==> src/rtl/mem_load_stage_pkg.sv <==
// Shared constants and types for the EXE/MEM boundary.
// Selects are one-hot; the constants give each function's bit position.
package mem_load_stage_pkg;

  localparam logic [31:0] RESET_PC_DEF = 32'hBFC0_0000;

  // sel_wbdata bit positions
  localparam int SEL_ALU   = 0;
  localparam int SEL_EXT   = 1;
  localparam int SEL_MERGE = 2;
  localparam int SEL_LINK  = 3;

  // lubhw_con bit positions
  localparam int LD_LB  = 0;
  localparam int LD_LBU = 1;
  localparam int LD_LH  = 2;
  localparam int LD_LHU = 3;
  localparam int LD_LW  = 4;

  // onehot: LWL offsets start at OH_LWL0, LWR offsets at OH_LWR0
  localparam int OH_LWL0 = 0;
  localparam int OH_LWR0 = 4;

  typedef struct packed {
    logic [31:0] aluout;
    logic [3:0]  sel;
    logic [4:0]  lubhw;
    logic [7:0]  onehot;
    logic [31:0] pc;
    logic [4:0]  regnum;
    logic [31:0] rt_old;
  } m_req_t;

endpackage

==> src/rtl/mem_load_stage_if.sv <==
// EXE-to-MEM request, data-memory read word and MEM-to-WB result bus.
interface mem_load_stage_if;
  logic        exe_valid;
  logic        mem_allowin;
  logic        wb_allowin;
  logic [31:0] aluout_in;
  logic [3:0]  sel_wbdata_in;
  logic [4:0]  lubhw_con_in;
  logic [7:0]  onehot_in;
  logic [31:0] pc_in;
  logic [4:0]  regnum_in;
  logic [31:0] rt_old_in;
  logic [31:0] dm_rdata;
  logic        wb_valid;
  logic [31:0] wb_data;
  logic [4:0]  wb_regnum;
  logic [31:0] wb_pc;
  logic        wb_rf_we;

  modport master (
    output exe_valid, wb_allowin, aluout_in, sel_wbdata_in, lubhw_con_in,
           onehot_in, pc_in, regnum_in, rt_old_in, dm_rdata,
    input  mem_allowin, wb_valid, wb_data, wb_regnum, wb_pc, wb_rf_we
  );

  modport slave (
    input  exe_valid, wb_allowin, aluout_in, sel_wbdata_in, lubhw_con_in,
           onehot_in, pc_in, regnum_in, rt_old_in, dm_rdata,
    output mem_allowin, wb_valid, wb_data, wb_regnum, wb_pc, wb_rf_we
  );
endinterface

==> src/rtl/mem_load_stage_load_align.sv <==
// Combinational load extension (LB/LBU/LH/LHU/LW) and LWL/LWR merge.
module load_align
  import mem_load_stage_pkg::*;
(
  input  logic [31:0] rword,
  input  logic [1:0]  a,
  input  logic [31:0] rt_old,
  input  logic [4:0]  lubhw,
  input  logic [7:0]  onehot,
  output logic [31:0] ext_data,
  output logic [31:0] merge_data
);
  logic [7:0]  b;
  logic [15:0] h;

  assign b = rword[{a, 3'b000} +: 8];
  assign h = rword[{a[1], 4'b0000} +: 16];

  always_comb begin
    ext_data = '0;
    case (lubhw)
      5'b1 << LD_LB:  ext_data = {{24{b[7]}}, b};
      5'b1 << LD_LBU: ext_data = {24'd0, b};
      5'b1 << LD_LH:  ext_data = {{16{h[15]}}, h};
      5'b1 << LD_LHU: ext_data = {16'd0, h};
      5'b1 << LD_LW:  ext_data = rword;
      default:        ext_data = '0;
    endcase
  end

  // LWL fills from the top, LWR from the bottom; the offset comes from onehot
  always_comb begin
    merge_data = '0;
    case (onehot)
      8'b1 << (OH_LWL0 + 0): merge_data = {rword[7:0],  rt_old[23:0]};
      8'b1 << (OH_LWL0 + 1): merge_data = {rword[15:0], rt_old[15:0]};
      8'b1 << (OH_LWL0 + 2): merge_data = {rword[23:0], rt_old[7:0]};
      8'b1 << (OH_LWL0 + 3): merge_data = rword;
      8'b1 << (OH_LWR0 + 0): merge_data = rword;
      8'b1 << (OH_LWR0 + 1): merge_data = {rt_old[31:24], rword[31:8]};
      8'b1 << (OH_LWR0 + 2): merge_data = {rt_old[31:16], rword[31:16]};
      8'b1 << (OH_LWR0 + 3): merge_data = {rt_old[31:8],  rword[31:24]};
      default:               merge_data = '0;
    endcase
  end
endmodule

==> src/rtl/mem_load_stage.sv <==
// MEM pipeline stage: latches EXE, captures the synchronous SRAM word,
// aligns loads and presents a registered write-back result.
module mem_load_stage
  import mem_load_stage_pkg::*;
#(
  parameter logic [31:0] RESET_PC = RESET_PC_DEF
) (
  input  logic           clk,
  input  logic           rst_n,
  mem_load_stage_if.slave bus
);
  m_req_t      m_q, m_d;
  logic        m_valid, m_first, m_load;
  logic [31:0] hold, rword, ext_data, merge_data, result;
  logic        wb_valid_q, wb_rf_we_q;
  logic [31:0] wb_data_q, wb_pc_q;
  logic [4:0]  wb_regnum_q;

  assign bus.mem_allowin = !m_valid || bus.wb_allowin;
  assign m_load          = bus.exe_valid && bus.mem_allowin;

  assign m_d = '{aluout: bus.aluout_in, sel: bus.sel_wbdata_in,
                 lubhw: bus.lubhw_con_in, onehot: bus.onehot_in,
                 pc: bus.pc_in, regnum: bus.regnum_in, rt_old: bus.rt_old_in};

  // The SRAM word is only present in M's first cycle; a stall captures it once.
  always_ff @(posedge clk) begin
    if (!rst_n) begin
      m_valid <= 1'b0;
      m_first <= 1'b0;
      hold    <= '0;
      m_q     <= '{pc: RESET_PC, default: '0};
    end else if (m_load) begin
      m_q     <= m_d;
      m_valid <= 1'b1;
      m_first <= 1'b1;
    end else begin
      if (m_valid && bus.wb_allowin) m_valid <= 1'b0;
      if (m_valid && m_first && !bus.wb_allowin) begin
        hold    <= bus.dm_rdata;
        m_first <= 1'b0;
      end
    end
  end

  assign rword = m_first ? bus.dm_rdata : hold;

  load_align u_align (
    .rword      (rword),
    .a          (m_q.aluout[1:0]),
    .rt_old     (m_q.rt_old),
    .lubhw      (m_q.lubhw),
    .onehot     (m_q.onehot),
    .ext_data   (ext_data),
    .merge_data (merge_data)
  );

  // Anything other than exactly one select bit yields zero
  always_comb begin
    result = '0;
    if      (m_q.sel == (4'b1 << SEL_ALU))   result = m_q.aluout;
    else if (m_q.sel == (4'b1 << SEL_EXT))   result = ext_data;
    else if (m_q.sel == (4'b1 << SEL_MERGE)) result = merge_data;
    else if (m_q.sel == (4'b1 << SEL_LINK))  result = m_q.pc + 32'd8;
  end

  always_ff @(posedge clk) begin
    if (!rst_n) begin
      wb_valid_q  <= 1'b0;
      wb_data_q   <= '0;
      wb_regnum_q <= '0;
      wb_pc_q     <= RESET_PC;
      wb_rf_we_q  <= 1'b0;
    end else if (bus.wb_allowin) begin
      wb_valid_q  <= m_valid;
      wb_data_q   <= result;
      wb_regnum_q <= m_q.regnum;
      wb_pc_q     <= m_q.pc;
      wb_rf_we_q  <= m_valid && (m_q.regnum != 5'd0);
    end
  end

  assign bus.wb_valid  = wb_valid_q;
  assign bus.wb_data   = wb_data_q;
  assign bus.wb_regnum = wb_regnum_q;
  assign bus.wb_pc     = wb_pc_q;
  assign bus.wb_rf_we  = wb_rf_we_q;
endmodule

==> src/flat_wrapper.sv <==
// flat-port wrapper written by rule: the top's interface ports become plain ports
module mem_load_stage_flat import mem_load_stage_pkg::*;
#(
  parameter logic [31:0] RESET_PC = RESET_PC_DEF
)
  (clk, rst_n, bus_exe_valid, bus_wb_allowin, bus_aluout_in, bus_sel_wbdata_in, bus_lubhw_con_in, bus_onehot_in, bus_pc_in, bus_regnum_in, bus_rt_old_in, bus_dm_rdata, bus_mem_allowin, bus_wb_valid, bus_wb_data, bus_wb_regnum, bus_wb_pc, bus_wb_rf_we);
  mem_load_stage_if bus_i ();
  input  logic clk;
  input  logic rst_n;
  input wire logic [$bits(bus_i.exe_valid)-1:0] bus_exe_valid;
  input wire logic [$bits(bus_i.wb_allowin)-1:0] bus_wb_allowin;
  input wire logic [$bits(bus_i.aluout_in)-1:0] bus_aluout_in;
  input wire logic [$bits(bus_i.sel_wbdata_in)-1:0] bus_sel_wbdata_in;
  input wire logic [$bits(bus_i.lubhw_con_in)-1:0] bus_lubhw_con_in;
  input wire logic [$bits(bus_i.onehot_in)-1:0] bus_onehot_in;
  input wire logic [$bits(bus_i.pc_in)-1:0] bus_pc_in;
  input wire logic [$bits(bus_i.regnum_in)-1:0] bus_regnum_in;
  input wire logic [$bits(bus_i.rt_old_in)-1:0] bus_rt_old_in;
  input wire logic [$bits(bus_i.dm_rdata)-1:0] bus_dm_rdata;
  output wire logic [$bits(bus_i.mem_allowin)-1:0] bus_mem_allowin;
  output wire logic [$bits(bus_i.wb_valid)-1:0] bus_wb_valid;
  output wire logic [$bits(bus_i.wb_data)-1:0] bus_wb_data;
  output wire logic [$bits(bus_i.wb_regnum)-1:0] bus_wb_regnum;
  output wire logic [$bits(bus_i.wb_pc)-1:0] bus_wb_pc;
  output wire logic [$bits(bus_i.wb_rf_we)-1:0] bus_wb_rf_we;
  assign bus_i.exe_valid = bus_exe_valid;
  assign bus_i.wb_allowin = bus_wb_allowin;
  assign bus_i.aluout_in = bus_aluout_in;
  assign bus_i.sel_wbdata_in = bus_sel_wbdata_in;
  assign bus_i.lubhw_con_in = bus_lubhw_con_in;
  assign bus_i.onehot_in = bus_onehot_in;
  assign bus_i.pc_in = bus_pc_in;
  assign bus_i.regnum_in = bus_regnum_in;
  assign bus_i.rt_old_in = bus_rt_old_in;
  assign bus_i.dm_rdata = bus_dm_rdata;
  assign bus_mem_allowin = bus_i.mem_allowin;
  assign bus_wb_valid = bus_i.wb_valid;
  assign bus_wb_data = bus_i.wb_data;
  assign bus_wb_regnum = bus_i.wb_regnum;
  assign bus_wb_pc = bus_i.wb_pc;
  assign bus_wb_rf_we = bus_i.wb_rf_we;
  mem_load_stage #(.RESET_PC(RESET_PC)) u_core (.clk(clk), .rst_n(rst_n), .bus(bus_i));
endmodule
==> config.mk <==
export PLATFORM = sky130hd
export DESIGN_NAME = mem_load_stage_flat
export DESIGN_NICKNAME = d
export VERILOG_FILES = /design/src/rtl/mem_load_stage_pkg.sv /design/src/rtl/mem_load_stage_if.sv /design/src/rtl/mem_load_stage_load_align.sv /design/src/rtl/mem_load_stage.sv /design/src/flat_wrapper.sv
export SDC_FILE = /design/constraint.sdc
export NUM_CORES = 1
export LEC_CHECK = 0
export ABC_CLOCK_PERIOD_IN_PS = 2400
export BUFFER_PORTS_ARGS = -buffer_cell sky130_fd_sc_hd__buf_2
export CAP_MARGIN = 20
export CORE_MARGIN = 3
export CORE_UTILIZATION = 30
export CTS_BUF_LIST = sky130_fd_sc_hd__clkbuf_4
export DETAILED_ROUTE_END_ITERATION = 10
export HOLD_SLACK_MARGIN = 0.03
export MAX_ROUTING_LAYER = met4
export PLACE_DENSITY = 0.45
export SYNTH_ARGS = -nofsm -noshare
export SYNTH_HDL_FRONTEND = slang
export SYNTH_SLANG_ARGS = --single-unit
export TNS_END_PERCENT = 100
==> constraint.sdc <==
create_clock -name clk -period 2.4 [get_ports clk]
set_input_delay 0.12 -clock clk [delete_from_list [all_inputs] [get_ports clk]]
set_output_delay 0.12 -clock clk [all_outputs]
set_load 0.1 [all_outputs]
==> results.ini, run 1 <==
[global_route]
grt_antenna_before_repair=3
global_route.overflow_total=0
via_count_of_the_first_global_routing_pass=14055
grt_usage_pct=28.91
grt_start_max_net_pins=114
grt_pass1_wl_um=91610

[synthesis]
number_of_warnings_reported_in_the_yosys_synthesis_log=0
ys_types=76
post-synth-top-area-fraction_pct=36.64
dominantRegCellSynth=sky130_fd_sc_hd__dfxtp_1
synthesis.nets=1696
synth_largest_area_cell=sky130_fd_sc_hd__dfxtp_1
synth_seq_cells=223
synth_sequential_area_ratio_pct=36.64
post_synth_most_frequent_cells=sky130_fd_sc_hd__nand2_1, sky130_fd_sc_hd__dfxtp_1, sky130_fd_sc_hd__a21boi_0, sky130_fd_sc_hd__clkbuf_1, sky130_fd_sc_hd__mux2i_1
synth.most_common_cell=sky130_fd_sc_hd__nand2_1
synth_edf_count=0
avgSynthCellArea_um2=7.906
synth_area_leaders=sky130_fd_sc_hd__dfxtp_1, sky130_fd_sc_hd__nand2_1, sky130_fd_sc_hd__a21boi_0
postSynthCellCount=1541
synth_async_sr_flop_share_pct=0
mappedNetlistArea_um2=12180

[timing]
layout_min_cycle_time_ns=2.391
achievable-frequency_mhz=418.2
timing.max_slew.rel_slack_pct=31.59
final_max_slew_viol_count=0
final-setup-viol-count=0
timing.final.hold_violations=0
grt_setup_unrepaired=yes
worst_pin_slew_ns=1.026
share_of_the_clock_period_used_by_the_worst_path_pct=99.63
clock-skew-final_ns=0.04686

[critical_path]
critPathRequiredTime_ns=3.02
regToRegStartpoint=u_core.m_first$_SDFFE_PN0P_
worst_setup_path_start_kind=flop
slowest_stage=sky130_fd_sc_hd__a221oi_2
crit_path_max_fanout=7
series_of_cell_instances_along_the_critical_path=buf_12 > mux2_2 > buf_4 > a22oi_1 > o22ai_1 > a211o_1 > a221oi_2 > o21ai_1
timing_worst_setup_path_type=flop to flop
worst-path-buf-inv=2
worst_setup_path_startpoint=u_core.m_first$_SDFFE_PN0P_
critical_path.top_delay_family=compound AO/OA/AOI/OAI gates
critical-path-max-stage-delay_ns=0.50
crit_arrival_ns=3.02
worst_setup_path_end_kind=flop

[place]
gp_congestion=0.9881
port-buffer-count=225
place.detailed.hpwl_um=46760

[die]
floorplan.die.width_um=207.5
chipHeight_um=207.5
design.core.area_um2=39910
boundaryPins=226
row_count=73
floorplan.die_area_um2=43060
start_util_pct=30.52

[status]
outcome=finished clean

[cts]
tritoncts=built
cts-buffers-inserted=69
clkSinkCount=223
clk-insertion-delay-late_ns=0.79
clock_tree.root_cell=sky130_fd_sc_hd__clkbuf_4
clk_path_buf_depth=3
htreeDepth=3
clk_transition_reported_paths_ns=0.06

[route]
vias=14078
detail_route.wl_per_cell_um=22.95
viasPerCell=5.151
antenna_violating_nets_post_route=0
firstDrtPassIters=5
drc=0
drt-total-wl_um=62730
drt_first_iter_violations=1028

[power_and_ir_drop]
seq_power_share_pct=38.5
power_switching_share_pct=33.95
comb_power_share_pct=24.7
lkg_pwr_nw=7.740
netSwitchingPower_mw=3.581
powerDensity_nw_per_um2=574.6
pwr-share-clk_pct=36.9
ir_drop_mv=0.3865
power_report.internal_total_mw=6.967
power_mw=10.55

[final_layout]
finish.net_count=2302
area_growth_syn_to_layout_pct=50.69
n_fill_cell=4110
layout.core_utilization_pct=46.00
multi_input_area_um2=7247
footprint_of_the_flip_flops_and_latches_um2=4474
final_layout_size_suffix_gt1_share_pct=28.79

[job]
max_cap_violations=0

[hold_path]
holdCritStartpoint=bus_rt_old_in[7]
min_path_type=input port to flop

layout by cell type, fill, tap and decap left out, drive strengths merged, types with 7 or more instances in the layout:
cell / n
nor2b: 37
o21ai: 62
a221oi: 17
xor2: 20
nand3: 34
buf: 459
nor4: 12
or4: 12
o32ai: 8
nor2: 65
a221o: 12
a2bb2oi: 8
inv: 16
a22o: 7
a31oi: 9
nor3: 13
xnor2: 9
dfxtp: 223
a21oi: 47
clkinv: 22
a21o: 8
dlygate4sd3: 196
or2: 9
mux2: 21
clkbuf: 99
a22oi: 16
a21boi: 147
nand2: 386
nand2b: 14
a211oi: 7
o22ai: 26
mux2i: 67
nand4: 15
o211ai: 26
layer usage:
metal  wire (µm)  share of wire [%]  track usage, %
met5           0                  0               -
met4        2008                3.2           9.410
met3        4491                7.2           7.209
met2       27270                 43           42.90
met1       28960                 46           38.62
path summary, 6_finish.rpt:
| check | end | slack [ns] | cells after the start |
|---|---|---|---|
| setup / recovery | u_core.bus.wb_data[16]$_SDFFE_PN0P_ | 0.009 | 8 |
| hold / removal | u_core.m_q[7]$_SDFFE_PN0P_ | 0.14 | 4 |
| setup reg to reg | u_core.bus.wb_data[16]$_SDFFE_PN0P_ | 0.009 | 8 |
| hold reg to reg | u_core.bus.wb_data[13]$_SDFFE_PN0P_ | 0.46 | 2 |
stage by stage:
stage / hold slack, ns / cell area [µm²] / instances / setup TNS [ns] / worst slack [ns]
detailed placement: 0.3348 / 15270 / 2393 / -1.146 / -0.3486
CTS: 0.08244 / 18150 / 2715 / 0 / 0.004252
finish: 0.1390 / 18360 / 2733 / 0 / 0.008943
global placement: 0.3293 / 15270 / 2393 / -1.317 / -0.3258
global route: 0.09880 / 18360 / 2732 / -0.1316 / -0.03868
floorplan: 0.2441 / 12180 / 1541 / 0 / 0.08463
area by class of cell:
cell class | instances | area share [%]
clock inverters | 28 | 0.7701
well taps | 525 | 3.578
repair buffers | 656 | 27.43
diodes | 6 | 0.08178
inverters | 13 | 0.2862
clock buffers | 98 | 4.007
flip-flops and latches | 223 | 24.37
multi-input cells | 1184 | 39.47
power groups by stage:
| stage | clock (mW) | sequential (mW) | combinational (mW) |
|---|---|---|---|
| after floorplan | 0 | 4.35 | 0.935 |
| after global placement | 0 | 4.13 | 2.26 |
| after detailed placement | 0 | 4.13 | 2.25 |
| after CTS | 4.03 | 4.05 | 2.52 |
| after global routing | 4.21 | 4.07 | 2.76 |
| final | 3.89 | 4.06 | 2.60 |
sequential cells by signal, summed over array words and instances, names as in the netlist:
register and cells:
u_core.bus.wb_pc 32, u_core.m_q 118, u_core.m_valid 1, u_core.bus.wb_regnum 5, u_core.bus.wb_data 32, u_core.bus.wb_valid 1, u_core.m_first 1, u_core.bus.wb_rf_we 1
u_core.hold 32
worst reg2reg max path, cell delays in order, from the launching register on:
cell and delay (ns):
sky130_fd_sc_hd__dfxtp_4 0.40, sky130_fd_sc_hd__buf_12 0.14, sky130_fd_sc_hd__mux2_2 0.38, sky130_fd_sc_hd__buf_4 0.17, sky130_fd_sc_hd__a22oi_1 0.18, sky130_fd_sc_hd__o22ai_1 0.10
sky130_fd_sc_hd__a211o_1 0.26, sky130_fd_sc_hd__a221oi_2 0.50, sky130_fd_sc_hd__o21ai_1 0.10
cell families after synthesis:
group                      Yosys count  synth area share (%)
AOI/OAI and AO/OA                  438                 25.59
xor gates and xnor gates            29                 2.085
adders and majority gates            1                0.1027
buffers and inverters              135                 4.909
DFF                                223                 36.64
muxes                               88                 7.446
and+or+nand+nor                    627                 23.22
what timing repair did:
item,CTS,global route
setup buffers,0,10
hold buffers,196,0
gates cloned,0,2
endpoints found under the hold margin,176,0
resized for setup,10,21
pin swaps,2,9
endpoints found under the setup margin,12,36
Power figures use the tool's default switching activity.
==> inputs of run 2 (changes only) <==
- ABC_CLOCK_PERIOD_IN_PS: 2400 -> 2800
- clock period: 2.4 -> 2.8 ns (I/O delays scaled with it)
==> results.ini, run 2 (synthesized netlist as in run 1, its figures left out) <==
[die]
start_util_pct=30.52
row_count=73
floorplan.die.width_um=207.5
boundaryPins=226
floorplan.die_area_um2=43060
design.core.area_um2=39910
chipHeight_um=207.5

[final_layout]
final_cells=2658
layout.core_utilization_pct=44.58
n_fill_cell=4125
area_growth_syn_to_layout_pct=46.04
most-common-layout-cells=sky130_fd_sc_hd__nand2_1, sky130_fd_sc_hd__dlygate4sd3_1, sky130_fd_sc_hd__buf_2, sky130_fd_sc_hd__dfxtp_1, sky130_fd_sc_hd__a21boi_0
footprint_of_the_flip_flops_and_latches_um2=4468
finish.net_count=2235
final_layout_size_suffix_gt1_share_pct=23.59
finalInstanceArea_um2=17790
multi_input_area_um2=7143
largest_reg_flops=118
regMostFlops=u_core.m_q
final_common_cell=sky130_fd_sc_hd__nand2_1

[timing]
fin_tns_setup_ns=0
timing.max_slew.rel_slack_pct=47.50
worst_pin_slew_ns=0.7859
timing.final.hold_violations=0
grt_setup_unrepaired=no
layout_min_cycle_time_ns=2.705
final-setup-viol-count=0
clock-skew-final_ns=0.06720
share_of_the_clock_period_used_by_the_worst_path_pct=96.60
post-route-worst-setup-slack_ns=0.09523
achievable-frequency_mhz=369.7
finalHoldWorstSlack_ns=0.1895
final_max_slew_viol_count=0

[cts]
clock_tree.root_cell=sky130_fd_sc_hd__clkbuf_4
cts-buffers-inserted=71
tritoncts=built
clk-insertion-delay-late_ns=0.80
clkSinkCount=223
clk_path_buf_depth=3
htreeDepth=3
clk_transition_reported_paths_ns=0.06

[route]
viasPerCell=5.220
drt_first_iter_violations=1151
drc=0
drt-total-wl_um=59840
antenna_violating_nets_post_route=0
firstDrtPassIters=7
vias=13874
detail_route.wl_per_cell_um=22.51

[place]
numPlacedInstances=2295
placed_area_um2=14520
place.detailed.hpwl_um=44280
placement.setup.worst_slack_ns=-0.09735
port-buffer-count=225
gp_congestion=0.9807

[power_and_ir_drop]
powerDensity_nw_per_um2=500.5
power_mw=8.906
lkg_pwr_nw=7.465
ir_drop_mv=0.2844

[global_route]
grt_pass1_wl_um=88750
global_route.overflow_total=0
via_count_of_the_first_global_routing_pass=13792
grt_usage_pct=27.80
grt_start_max_net_pins=157
grt_antenna_before_repair=2

[critical_path]
crit_arrival_ns=3.32
worst_setup_path_end_kind=flop
regToRegStartpoint=u_core.m_first$_SDFFE_PN0P_
worst_r2r_path_depth=8
worst_setup_path_start_kind=flop
critPathRequiredTime_ns=3.42
end_of_the_worst_register_to_register_path=u_core.bus.wb_data[10]$_SDFFE_PN0P_
crit_path_max_fanout=23
setup.reg_to_reg.worst_slack_ns=0.1
timing_worst_setup_path_type=flop to flop

[hold_path]
min_path_type=input port to flop
holdCritStartpoint=bus_rt_old_in[25]
holdPathStages=4
worstHoldEndpoint=u_core.m_q[25]$_SDFFE_PN0P_

[job]
max_cap_violations=0

[status]
outcome=finished clean

run 2: changes by cell type in the layout (fill, tap and decap cells not counted), moves of 3 or more:
cell                            before  now
sky130_fd_sc_hd__a221oi_1           13   16
sky130_fd_sc_hd__dlygate4sd3_1     196  234
sky130_fd_sc_hd__clkbuf_4           98   91
sky130_fd_sc_hd__dfxtp_1           217  222
sky130_fd_sc_hd__dfxtp_2             5    0
sky130_fd_sc_hd__buf_4             223  120
sky130_fd_sc_hd__clkinv_2            1    4
run 2: layout make-up:
type / instances / area share (%)
Clock buffer: 91 / 3.840
Antenna cell: 5 / 0.07032
Tap cell: 525 / 3.692
Sequential cell: 223 / 25.11
Clock inverter: 30 / 1.125
Inverter: 13 / 0.2743
Multi-Input combinational cell: 1183 / 40.15
Timing Repair Buffer: 588 / 25.74
run 2: worst max-delay path by stage:
stage / startpoint / to / slack [ns] / depth (start not counted)
after floorplan: bus_wb_allowin / u_core.m_q[10]$_SDFFE_PN0P_ / 0.47 / 9
after global placement: u_core.m_first$_SDFFE_PN0P_ / u_core.bus.wb_data[17]$_SDFFE_PN0P_ / -0.11 / 7
after detailed placement: u_core.m_first$_SDFFE_PN0P_ / u_core.bus.wb_data[17]$_SDFFE_PN0P_ / -0.1 / 7
after CTS: u_core.m_first$_SDFFE_PN0P_ / u_core.bus.wb_data[10]$_SDFFE_PN0P_ / 0.18 / 8
after global routing: u_core.m_first$_SDFFE_PN0P_ / u_core.bus.wb_data[10]$_SDFFE_PN0P_ / 0.04 / 8
final: u_core.m_first$_SDFFE_PN0P_ / u_core.bus.wb_data[10]$_SDFFE_PN0P_ / 0.1 / 8
run 2: power breakdown:
part	switching (mW)	internal, mW	total, mW
combinational	1.21	0.827	2.04
clock	1.56	1.80	3.36
sequential	0.185	3.32	3.51
run 2: worst max-delay path, stage by stage, from the launching register on:
cell	delay [ns]
sky130_fd_sc_hd__dfxtp_4	0.54
sky130_fd_sc_hd__buf_4	0.20
sky130_fd_sc_hd__buf_4	0.14
sky130_fd_sc_hd__mux2i_1	0.37
sky130_fd_sc_hd__o22a_1	0.19
sky130_fd_sc_hd__o22ai_1	0.07
sky130_fd_sc_hd__a221o_1	0.34
sky130_fd_sc_hd__a221oi_1	0.56
sky130_fd_sc_hd__o21ai_0	0.15
run 2: timing repair:
item / in CTS / in global routing
hold buffers: 234 / 0
setup endpoints to repair: 4 / 2
setup buffers: 0 / 3
endpoints found under the hold margin: 202 / 0
resized for setup: 2 / 1
pin swaps: 0 / 1
gates cloned: 0 / 0
run 2: routing by layer:
layer | wire (µm) | vias up | global-route usage (%)
met5 | 0 | - | -
met4 | 1550 | 0 | 7.093
met3 | 3945 | 111 | 6.226
met2 | 25980 | 487 | 41.63
met1 | 28360 | 6682 | 38.06
li1 | - | 6594 | -
